[src/rtl/mem_access_pkg.sv]
// Shared constants for the RV32I memory-access stage: opcodes, load funct3 codes
// and the request FSM encoding.
package mem_access_pkg;

  localparam logic [6:0] OPC_LOAD  = 7'b0000011;
  localparam logic [6:0] OPC_STORE = 7'b0100011;

  localparam logic [2:0] F3_LB  = 3'b000;
  localparam logic [2:0] F3_LH  = 3'b001;
  localparam logic [2:0] F3_LW  = 3'b010;
  localparam logic [2:0] F3_LBU = 3'b100;
  localparam logic [2:0] F3_LHU = 3'b101;

  typedef enum logic [0:0] {
    ST_IDLE   = 1'b0,
    ST_ACCESS = 1'b1
  } mem_state_t;

endpackage

[src/rtl/mem_access_if.sv]
// Bundle of the ALU-stage input bus, the data-memory port, stall and forwarding
// outputs of the memory-access stage.
interface mem_access_if #(
  parameter int ADDR_W = 32
);

  logic [31:0]       a_pc;
  logic [31:0]       a_inst;
  logic              a_valid;
  logic [4:0]        a_reg_d;
  logic [31:0]       a_reg_d_v;
  logic [31:0]       a_load_addr;
  logic [31:0]       a_store_addr;
  logic [3:0]        a_store_strb;
  logic [31:0]       a_store_data;

  logic              mem_req;
  logic              mem_we;
  logic [ADDR_W-1:0] mem_addr;
  logic [3:0]        mem_wstrb;
  logic [31:0]       mem_wdata;
  logic [31:0]       mem_rdata;
  logic              mem_ack;
  logic              mem_err;

  logic              stall;
  logic              fwd_m_valid;
  logic [4:0]        fwd_m_reg_d;
  logic [31:0]       fwd_m_reg_d_v;
  logic              fwd_w_valid;
  logic [4:0]        fwd_w_reg_d;
  logic [31:0]       fwd_w_reg_d_v;

  // The stage itself masters the data-memory port.
  modport master (
    input  a_pc, a_inst, a_valid, a_reg_d, a_reg_d_v, a_load_addr, a_store_addr,
           a_store_strb, a_store_data, mem_rdata, mem_ack,
    output mem_req, mem_we, mem_addr, mem_wstrb, mem_wdata, mem_err, stall,
           fwd_m_valid, fwd_m_reg_d, fwd_m_reg_d_v,
           fwd_w_valid, fwd_w_reg_d, fwd_w_reg_d_v
  );

  modport slave (
    output a_pc, a_inst, a_valid, a_reg_d, a_reg_d_v, a_load_addr, a_store_addr,
           a_store_strb, a_store_data, mem_rdata, mem_ack,
    input  mem_req, mem_we, mem_addr, mem_wstrb, mem_wdata, mem_err, stall,
           fwd_m_valid, fwd_m_reg_d, fwd_m_reg_d_v,
           fwd_w_valid, fwd_w_reg_d, fwd_w_reg_d_v
  );

endinterface

[src/rtl/mem_access_load_align.sv]
// Combinational load extraction: selects the byte/half/word lane of the read
// word and sign- or zero-extends it according to funct3.
module mem_access_load_align
  import mem_access_pkg::*;
(
  input  logic [2:0]  funct3,
  input  logic [1:0]  byte_off,
  input  logic [31:0] rdata,
  output logic [31:0] value
);

  logic [7:0]  byte_s;
  logic [15:0] half_s;

  // Lane selection and extension; unknown funct3 yields zero.
  always_comb begin
    byte_s = 8'h00;
    half_s = 16'h0000;
    value  = 32'h0000_0000;
    case (byte_off)
      2'd0:    byte_s = rdata[7:0];
      2'd1:    byte_s = rdata[15:8];
      2'd2:    byte_s = rdata[23:16];
      2'd3:    byte_s = rdata[31:24];
      default: byte_s = 8'h00;
    endcase
    if (byte_off[1]) begin
      half_s = rdata[31:16];
    end else begin
      half_s = rdata[15:0];
    end
    case (funct3)
      F3_LB:   value = {{24{byte_s[7]}}, byte_s};
      F3_LH:   value = {{16{half_s[15]}}, half_s};
      F3_LW:   value = rdata;
      F3_LBU:  value = {24'h000000, byte_s};
      F3_LHU:  value = {16'h0000, half_s};
      default: value = 32'h0000_0000;
    endcase
  end

endmodule

[src/rtl/mem_access.sv]
// RV32I memory-access (M) stage plus writeback (W) register: issues loads/stores
// on a req/ack port, stalls upstream until completion, drives M/W forwarding.
module mem_access
  import mem_access_pkg::*;
#(
  parameter int ADDR_W      = 32,
  parameter int TIMEOUT_CYC = 0
) (
  input  logic         clk,
  input  logic         rst_n,
  mem_access_if.master bus
);

  localparam logic        TO_EN   = (TIMEOUT_CYC != 0);
  localparam logic [31:0] TO_LAST = 32'(TIMEOUT_CYC - 1);

  logic        m_valid_r;
  logic [31:0] m_inst_r;
  logic [4:0]  m_reg_d_r;
  logic [31:0] m_reg_d_v_r;
  logic [31:0] m_load_addr_r;
  logic [31:0] m_store_addr_r;
  logic [3:0]  m_strb_r;
  logic [31:0] m_data_r;

  mem_state_t  state_r;
  logic [31:0] cnt_r;
  logic        mem_err_r;

  logic        w_valid_r;
  logic [4:0]  w_reg_d_r;
  logic [31:0] w_val_r;

  logic [6:0]  opcode_s;
  logic [2:0]  funct3_s;
  logic        is_ld_s;
  logic        is_st_s;
  logic        mem_op_s;
  logic        ack_hit_s;
  logic        timeout_s;
  logic        done_s;
  logic        stall_s;
  logic [31:0] ld_value_s;
  logic [31:0] m_result_s;
  logic [31:0] addr_full_s;
  logic [3:0]  wstrb_s;
  logic [31:0] wdata_s;
  logic        unused_s;

  assign opcode_s = m_inst_r[6:0];
  assign funct3_s = m_inst_r[14:12];
  assign is_ld_s  = m_valid_r && (opcode_s == OPC_LOAD);
  assign is_st_s  = m_valid_r && (opcode_s == OPC_STORE);
  assign mem_op_s = is_ld_s || is_st_s;

  // ACK is only honoured once the request has been seen for a full cycle (ACCESS).
  assign ack_hit_s = (state_r == ST_ACCESS) && bus.mem_ack;
  assign timeout_s = TO_EN && mem_op_s && !ack_hit_s && (cnt_r == TO_LAST);
  assign done_s    = ack_hit_s || timeout_s;
  assign stall_s   = mem_op_s && !done_s;

  mem_access_load_align u_load_align (
    .funct3   (funct3_s),
    .byte_off (m_load_addr_r[1:0]),
    .rdata    (bus.mem_rdata),
    .value    (ld_value_s)
  );

  // Result carried by the M instruction: load data on ACK, zero on abort.
  always_comb begin
    m_result_s = m_reg_d_v_r;
    if (is_ld_s) begin
      if (ack_hit_s) begin
        m_result_s = ld_value_s;
      end else begin
        m_result_s = 32'h0000_0000;
      end
    end else begin
      m_result_s = m_reg_d_v_r;
    end
  end

  // Memory-port address/strobe/data mux; everything idles at zero.
  always_comb begin
    addr_full_s = 32'h0000_0000;
    wstrb_s     = 4'h0;
    wdata_s     = 32'h0000_0000;
    if (is_st_s) begin
      addr_full_s = m_store_addr_r;
      wstrb_s     = m_strb_r;
      wdata_s     = m_data_r;
    end else if (is_ld_s) begin
      addr_full_s = m_load_addr_r;
    end else begin
      addr_full_s = 32'h0000_0000;
    end
  end

  // M stage register: follows the ALU stage unless stalled.
  always_ff @(posedge clk or negedge rst_n) begin
    if (!rst_n) begin
      m_valid_r      <= 1'b0;
      m_inst_r       <= 32'h0000_0000;
      m_reg_d_r      <= 5'd0;
      m_reg_d_v_r    <= 32'h0000_0000;
      m_load_addr_r  <= 32'h0000_0000;
      m_store_addr_r <= 32'h0000_0000;
      m_strb_r       <= 4'h0;
      m_data_r       <= 32'h0000_0000;
    end else if (!stall_s) begin
      m_valid_r      <= bus.a_valid;
      m_inst_r       <= bus.a_inst;
      m_reg_d_r      <= bus.a_reg_d;
      m_reg_d_v_r    <= bus.a_reg_d_v;
      m_load_addr_r  <= bus.a_load_addr;
      m_store_addr_r <= bus.a_store_addr;
      m_strb_r       <= bus.a_store_strb;
      m_data_r       <= bus.a_store_data;
    end else begin
      m_valid_r <= m_valid_r;
    end
  end

  // Request FSM with request-age counter and registered abort pulse.
  always_ff @(posedge clk or negedge rst_n) begin
    if (!rst_n) begin
      state_r   <= ST_IDLE;
      cnt_r     <= 32'd0;
      mem_err_r <= 1'b0;
    end else begin
      mem_err_r <= timeout_s;
      case (state_r)
        ST_IDLE: begin
          if (mem_op_s && !done_s) begin
            state_r <= ST_ACCESS;
            cnt_r   <= 32'd1;
          end else begin
            state_r <= ST_IDLE;
            cnt_r   <= 32'd0;
          end
        end
        ST_ACCESS: begin
          if (done_s) begin
            state_r <= ST_IDLE;
            cnt_r   <= 32'd0;
          end else begin
            state_r <= ST_ACCESS;
            cnt_r   <= cnt_r + 32'd1;
          end
        end
        default: begin
          state_r <= ST_IDLE;
          cnt_r   <= 32'd0;
        end
      endcase
    end
  end

  // Writeback register; stall cycles and stores become bubbles.
  always_ff @(posedge clk or negedge rst_n) begin
    if (!rst_n) begin
      w_valid_r <= 1'b0;
      w_reg_d_r <= 5'd0;
      w_val_r   <= 32'h0000_0000;
    end else begin
      w_valid_r <= m_valid_r && !stall_s && !is_st_s && (m_reg_d_r != 5'd0);
      w_reg_d_r <= m_reg_d_r;
      w_val_r   <= m_result_s;
    end
  end

  assign bus.mem_req       = mem_op_s;
  assign bus.mem_we        = is_st_s;
  assign bus.mem_addr      = {addr_full_s[ADDR_W-1:2], 2'b00};
  assign bus.mem_wstrb     = wstrb_s;
  assign bus.mem_wdata     = wdata_s;
  assign bus.mem_err       = mem_err_r;
  assign bus.stall         = stall_s;
  assign bus.fwd_m_valid   = m_valid_r && (m_reg_d_r != 5'd0) && !is_st_s && (!is_ld_s || done_s);
  assign bus.fwd_m_reg_d   = m_reg_d_r;
  assign bus.fwd_m_reg_d_v = m_result_s;
  assign bus.fwd_w_valid   = w_valid_r;
  assign bus.fwd_w_reg_d   = w_reg_d_r;
  assign bus.fwd_w_reg_d_v = w_val_r;

  assign unused_s = ^{bus.a_pc, m_inst_r, m_store_addr_r[1:0], addr_full_s};

endmodule
[src/flat_wrapper.sv]
// flat-port wrapper written by rule: the top's interface ports become plain ports
module mem_access_flat import mem_access_pkg::*;
#(
  parameter int ADDR_W      = 32,
  parameter int TIMEOUT_CYC = 0
)
  (clk, rst_n, bus_a_pc, bus_a_inst, bus_a_valid, bus_a_reg_d, bus_a_reg_d_v, bus_a_load_addr, bus_a_store_addr, bus_a_store_strb, bus_a_store_data, bus_mem_rdata, bus_mem_ack, bus_mem_req, bus_mem_we, bus_mem_addr, bus_mem_wstrb, bus_mem_wdata, bus_mem_err, bus_stall, bus_fwd_m_valid, bus_fwd_m_reg_d, bus_fwd_m_reg_d_v, bus_fwd_w_valid, bus_fwd_w_reg_d, bus_fwd_w_reg_d_v);
  mem_access_if #(.ADDR_W(ADDR_W)) bus_i ();
  input  logic clk;
  input  logic rst_n;
  input wire logic [$bits(bus_i.a_pc)-1:0] bus_a_pc;
  input wire logic [$bits(bus_i.a_inst)-1:0] bus_a_inst;
  input wire logic [$bits(bus_i.a_valid)-1:0] bus_a_valid;
  input wire logic [$bits(bus_i.a_reg_d)-1:0] bus_a_reg_d;
  input wire logic [$bits(bus_i.a_reg_d_v)-1:0] bus_a_reg_d_v;
  input wire logic [$bits(bus_i.a_load_addr)-1:0] bus_a_load_addr;
  input wire logic [$bits(bus_i.a_store_addr)-1:0] bus_a_store_addr;
  input wire logic [$bits(bus_i.a_store_strb)-1:0] bus_a_store_strb;
  input wire logic [$bits(bus_i.a_store_data)-1:0] bus_a_store_data;
  input wire logic [$bits(bus_i.mem_rdata)-1:0] bus_mem_rdata;
  input wire logic [$bits(bus_i.mem_ack)-1:0] bus_mem_ack;
  output wire logic [$bits(bus_i.mem_req)-1:0] bus_mem_req;
  output wire logic [$bits(bus_i.mem_we)-1:0] bus_mem_we;
  output wire logic [$bits(bus_i.mem_addr)-1:0] bus_mem_addr;
  output wire logic [$bits(bus_i.mem_wstrb)-1:0] bus_mem_wstrb;
  output wire logic [$bits(bus_i.mem_wdata)-1:0] bus_mem_wdata;
  output wire logic [$bits(bus_i.mem_err)-1:0] bus_mem_err;
  output wire logic [$bits(bus_i.stall)-1:0] bus_stall;
  output wire logic [$bits(bus_i.fwd_m_valid)-1:0] bus_fwd_m_valid;
  output wire logic [$bits(bus_i.fwd_m_reg_d)-1:0] bus_fwd_m_reg_d;
  output wire logic [$bits(bus_i.fwd_m_reg_d_v)-1:0] bus_fwd_m_reg_d_v;
  output wire logic [$bits(bus_i.fwd_w_valid)-1:0] bus_fwd_w_valid;
  output wire logic [$bits(bus_i.fwd_w_reg_d)-1:0] bus_fwd_w_reg_d;
  output wire logic [$bits(bus_i.fwd_w_reg_d_v)-1:0] bus_fwd_w_reg_d_v;
  assign bus_i.a_pc = bus_a_pc;
  assign bus_i.a_inst = bus_a_inst;
  assign bus_i.a_valid = bus_a_valid;
  assign bus_i.a_reg_d = bus_a_reg_d;
  assign bus_i.a_reg_d_v = bus_a_reg_d_v;
  assign bus_i.a_load_addr = bus_a_load_addr;
  assign bus_i.a_store_addr = bus_a_store_addr;
  assign bus_i.a_store_strb = bus_a_store_strb;
  assign bus_i.a_store_data = bus_a_store_data;
  assign bus_i.mem_rdata = bus_mem_rdata;
  assign bus_i.mem_ack = bus_mem_ack;
  assign bus_mem_req = bus_i.mem_req;
  assign bus_mem_we = bus_i.mem_we;
  assign bus_mem_addr = bus_i.mem_addr;
  assign bus_mem_wstrb = bus_i.mem_wstrb;
  assign bus_mem_wdata = bus_i.mem_wdata;
  assign bus_mem_err = bus_i.mem_err;
  assign bus_stall = bus_i.stall;
  assign bus_fwd_m_valid = bus_i.fwd_m_valid;
  assign bus_fwd_m_reg_d = bus_i.fwd_m_reg_d;
  assign bus_fwd_m_reg_d_v = bus_i.fwd_m_reg_d_v;
  assign bus_fwd_w_valid = bus_i.fwd_w_valid;
  assign bus_fwd_w_reg_d = bus_i.fwd_w_reg_d;
  assign bus_fwd_w_reg_d_v = bus_i.fwd_w_reg_d_v;
  mem_access #(.ADDR_W(ADDR_W), .TIMEOUT_CYC(TIMEOUT_CYC)) u_core (.clk(clk), .rst_n(rst_n), .bus(bus_i));
endmodule
[config.mk]
export PLATFORM = sky130hd
export DESIGN_NAME = mem_access_flat
export DESIGN_NICKNAME = d
export VERILOG_FILES = /design/src/rtl/mem_access_pkg.sv /design/src/rtl/mem_access_if.sv /design/src/rtl/mem_access_load_align.sv /design/src/rtl/mem_access.sv /design/src/flat_wrapper.sv
export SDC_FILE = /design/constraint.sdc
export NUM_CORES = 1
export LEC_CHECK = 0
export CAP_MARGIN = 10
export CORE_AREA = 2 2 191 193
export DETAILED_ROUTE_END_ITERATION = 10
export DIE_AREA = 0 0 193 195
export HOLD_SLACK_MARGIN = 0.05
export PLACE_DENSITY = 0.55
export SLEW_MARGIN = 40
export SYNTH_ARGS = -nofsm -noshare
export SYNTH_HDL_FRONTEND = slang
export SYNTH_SLANG_ARGS = --single-unit
[constraint.sdc]
create_clock -name clk -period 2.9 [get_ports clk]
set_clock_uncertainty 0.2 [all_clocks]
set_input_delay 0.58 -clock clk [delete_from_list [all_inputs] [get_ports clk]]
set_output_delay 0.58 -clock clk [all_outputs]
set_load 0.1 [all_outputs]
==> impl_metrics.tcl <==
set metrics [dict create \
    buffer_ports.inserted 325 \
    clk-insertion-delay-late_ns 0.44 \
    worst_path_most_repeated_cell "sky130_fd_sc_hd__buf_12" \
    drt.antenna.violating_nets 0 \
    drt_first_pass_iters 4 \
    via_count 6434 \
    layout-drive-gt1-share 0.5081 \
    dp_cells 1398 \
    via_per_inst 4.428 \
    design.core.area_sq_mm 0.03540 \
    rows 69 \
    stdcell_count 1453 \
    antenna_found_initial 2 \
    failed_checks "negative setup slack" \
    criticalPathCategory "flip-flop to primary output" \
    die_height_microns 195 \
    worst_hold_path_type "flip-flop to flip-flop" \
    rsz0062_at_grt "yes" \
    worst_slew_pin_slew_ns 0.5111 \
    final.period_utilization 1.095 \
    slowest_delay_ns 0.42 \
    place_congestion 0.7939 \
    wire_length_of_the_first_global_routing_pass_mm 44.17 \
    post_synth_instance_area_sq_mm 0.008778 \
    fillCellCount 3253 \
    outcome "finished, violations left" \
    maxSlewViolCount 0 \
    cts-buffers-inserted 17 \
    vias_in_the_first_global_route 7070 \
    drt_iter0_markers 197 \
    cp_slowest_cell "sky130_fd_sc_hd__or3b_4" \
    finalWorstPathRequiredPeriod_ns 3.176 \
    cp.required_ns 2.12 \
    wl_per_cell_microns 20.09 \
    drt_wirelength_mm 29.19 \
    cts-htree-levels 4 \
    power-per-cell-area_mw_per_mm2 436.2 \
    max_slew_margin 0.6593 \
    yosys_register_bits 185 \
    cp_data_arrival_time_ns 2.40 \
    end_kind "primary output" \
    synth_ff_type "sky130_fd_sc_hd__dfrtp_1" \
    floorplan.die_area_sq_mm 0.03764 \
    max_freq_mhz 314.9 \
    maximum_number_of_pins_on_one_net_before_global_route_repair 62 \
    cp_cell_sequence "or3b_4 > or2_4 > clkinv_8 > nand2_8 > buf_12 > a221o_4 > buf_12" \
    numClockSinks 185 \
    post_synth_inst_count 610 \
    cts-root-buf "sky130_fd_sc_hd__clkbuf_16" \
    maxCapViolCount 0 \
    drc 0 \
    vdd_ir_drop_max_uv 395.3 \
    report.final.hold_viol_count 0 \
    timing.critical_path.buf_inv 3 \
    path_clk_slew_ns 0.08 \
    grt_use_total 0.1568 \
    async_reset_ff_frac 1.000 \
    number_of_top_level_pins 385 \
    grt_overflow_total 0 \
    leakagePower_nw 6.916 \
    floorplan.initialDensity 0.2480 \
    synth-edff-count 0 \
    die_w_microns 193 \
    nets 1214 \
    critical-path-top-delay-family "simple AND/OR/NAND/NOR gates" \
    place.detailed.hpwl_mm 19.94 \
    final.setup.worst_slack_ns -0.2761 \
    footprint_of_the_multi_input_gates_sq_mm 0.004309 \
    finalSetupViolations 101 \
    areaGrowthSynthToFinish_pct 73.38 \
    area.sequential_sq_mm 0.004636 \
    clockBufferDepth 2 \
    setup_total_negative_slack_ns -16.88 \
    synth.yosys.seq_area_share 0.5274 \
    netlist-cell-type-count 49 \
    synthesis.yosys.warnings 0 \
    worstSetupStartpointType "flip-flop" \
    worstPathMaxFanout 9 \
    cts_tree "done" \
    synthesized_area_per_cell_sq_um 14.39 \
]
==> per-layer routing <==
| layer | part of all wire | vias up | global-route usage |
|---|---|---|---|
| met4 | 0.030 | 0 | 0.05527 |
| met5 | 0 | - | 0 |
| li1 | - | 2946 | - |
| met3 | 0.088 | 48 | 0.06147 |
| met2 | 0.46 | 266 | 0.2460 |
| met1 | 0.42 | 3174 | 0.1951 |
==> timing repair <==
action,in CTS,in global routing
setup buffers,10,3
gates resized for setup,75,14
cloned,7,2
endpoints found under the setup margin,101,101
hold buffers,1,0
pin swaps,50,9
hold endpoints to repair,51,0
==> path summary, 6_finish.rpt <==
check	start	to	slack, ns	cells past startpoint
worst max-delay path	u_core.m_inst_r[6]$_DFFE_PN0N_	bus_fwd_m_reg_d_v[30]	-0.28	7
worst min-delay path	u_core.bus.fwd_m_reg_d[3]$_DFFE_PN0N_	u_core.bus.fwd_w_reg_d[3]$_DFF_PN0_	0.22	0
worst max register to register	u_core.m_inst_r[6]$_DFFE_PN0N_	u_core.m_data_r[25]$_DFFE_PN0N_	0.60	5
worst min register to register	u_core.bus.fwd_m_reg_d[3]$_DFFE_PN0N_	u_core.bus.fwd_w_reg_d[3]$_DFF_PN0_	0.22	0
max in group asynchronous	rst_n	u_core.m_data_r[7]$_DFFE_PN0N_	1.28	3
min in group asynchronous	rst_n	u_core.bus.fwd_m_reg_d[2]$_DFFE_PN0N_	0.48	2
==> cell usage in the layout (no fill, tap or decap), drive strengths merged, types with 3 or more instances in the layout <==
| cell | count |
|---|---|
| conb | 3 |
| a2bb2oi | 7 |
| clkdlybuf4s50 | 175 |
| dfrtp | 185 |
| and3 | 38 |
| buf | 214 |
| clkinv | 4 |
| clkbuf | 20 |
| a22o | 9 |
| a32o | 7 |
| mux2 | 140 |
| or2 | 9 |
| a21o | 6 |
| nand2b | 5 |
| mux2i | 47 |
| clkinvlp | 4 |
| inv | 8 |
| o211ai | 8 |
| nor2 | 35 |
| and2 | 6 |
| dlygate4sd2 | 4 |
| nand2 | 16 |
| a221o | 16 |
==> cell families (layout without fill, tap and decap cells) <==
group                  Yosys count  after routing  synth area share
buffers and inverters           54            431           0.04390
other                            1              5         0.0004272
AOI/OAI and AO/OA               63             63           0.06214
and+or+nand+nor                119            120           0.07483
DFF                            185            185            0.5274
muxes                          188            188            0.2913
==> cell type report <==
type	count	area share
inverter	3	0.001562
clock inverter	14	0.009043
clock buffer	18	0.02886
multi-input combinational	374	0.2831
timing repair buffer	396	0.3346
sequential	185	0.3046
tap	461	0.03790
antenna	2	0.0003288
==> power breakdown <==
group          internal, W  switching (W)  total [W]  leakage, nW
Combinational     0.000654       0.000811    0.00147         4.49
Clock              0.00123        0.00114    0.00237        0.272
Sequential         0.00272      0.0000826    0.00280         2.15
Total              0.00460        0.00204    0.00664         6.92
==> sequential cells by signal, indices dropped and copies added, names as in the netlist <==
| register | cells |
|---|---|
| u_core.bus.fwd_w_reg_d | 5 |
| u_core.m_load_addr_r | 32 |
| u_core.m_inst_r | 10 |
| u_core.state_r | 1 |
| u_core.m_reg_d_v_r | 32 |
| u_core.bus.fwd_m_reg_d | 5 |
| u_core.bus.fwd_w_reg_d_v | 32 |
| u_core.m_strb_r | 4 |
| u_core.bus.fwd_w_valid | 1 |
| u_core.m_data_r | 32 |
| u_core.m_store_addr_r | 30 |
| u_core.m_valid_r | 1 |
==> per-stage QoR <==
stage          power [W]  utilization  cell area [sq um]  setup WS (ns)  hold slack, ns
4_1_cts         0.006731       0.4268              15110        -0.3480          0.2301
3_5_place_dp    0.004280       0.3943              13960        -0.4672          0.2216
3_3_place_gp    0.004268       0.3943              13960        -0.4723          0.2180
6_report        0.006639       0.4300              15220        -0.2761          0.2211
5_1_grt         0.006932       0.4300              15220        -0.3477          0.2507
2_1_floorplan   0.003649            -               9040        -0.2190         0.08441
==> Yosys cell counts (2+ instances only) <==
library cell | n | share of area
sky130_fd_sc_hd__a21o_1 | 6 | 0.0051
sky130_fd_sc_hd__a21oi_1 | 2 | 0.0011
sky130_fd_sc_hd__a221o_1 | 16 | 0.018
sky130_fd_sc_hd__a22o_1 | 9 | 0.0090
sky130_fd_sc_hd__a2bb2oi_1 | 7 | 0.0070
sky130_fd_sc_hd__a32o_1 | 7 | 0.0080
sky130_fd_sc_hd__and2_1 | 6 | 0.0043
sky130_fd_sc_hd__and3_1 | 37 | 0.026
sky130_fd_sc_hd__buf_1 | 3 | 0.0013
sky130_fd_sc_hd__buf_2 | 10 | 0.0057
sky130_fd_sc_hd__buf_4 | 4 | 0.0034
sky130_fd_sc_hd__buf_6 | 19 | 0.024
sky130_fd_sc_hd__clkbuf_1 | 14 | 0.0060
sky130_fd_sc_hd__dfrtp_1 | 185 | 0.53
sky130_fd_sc_hd__mux2_1 | 8 | 0.010
sky130_fd_sc_hd__mux2_2 | 2 | 0.0026
sky130_fd_sc_hd__mux2_4 | 130 | 0.22
sky130_fd_sc_hd__mux2i_1 | 47 | 0.054
sky130_fd_sc_hd__nand2_1 | 15 | 0.0064
sky130_fd_sc_hd__nand2b_1 | 5 | 0.0036
sky130_fd_sc_hd__nor2_1 | 35 | 0.015
sky130_fd_sc_hd__nor2b_1 | 2 | 0.0014
sky130_fd_sc_hd__o211ai_1 | 8 | 0.0068
sky130_fd_sc_hd__or2_0 | 8 | 0.0057
(Power assumes the default switching activity.)
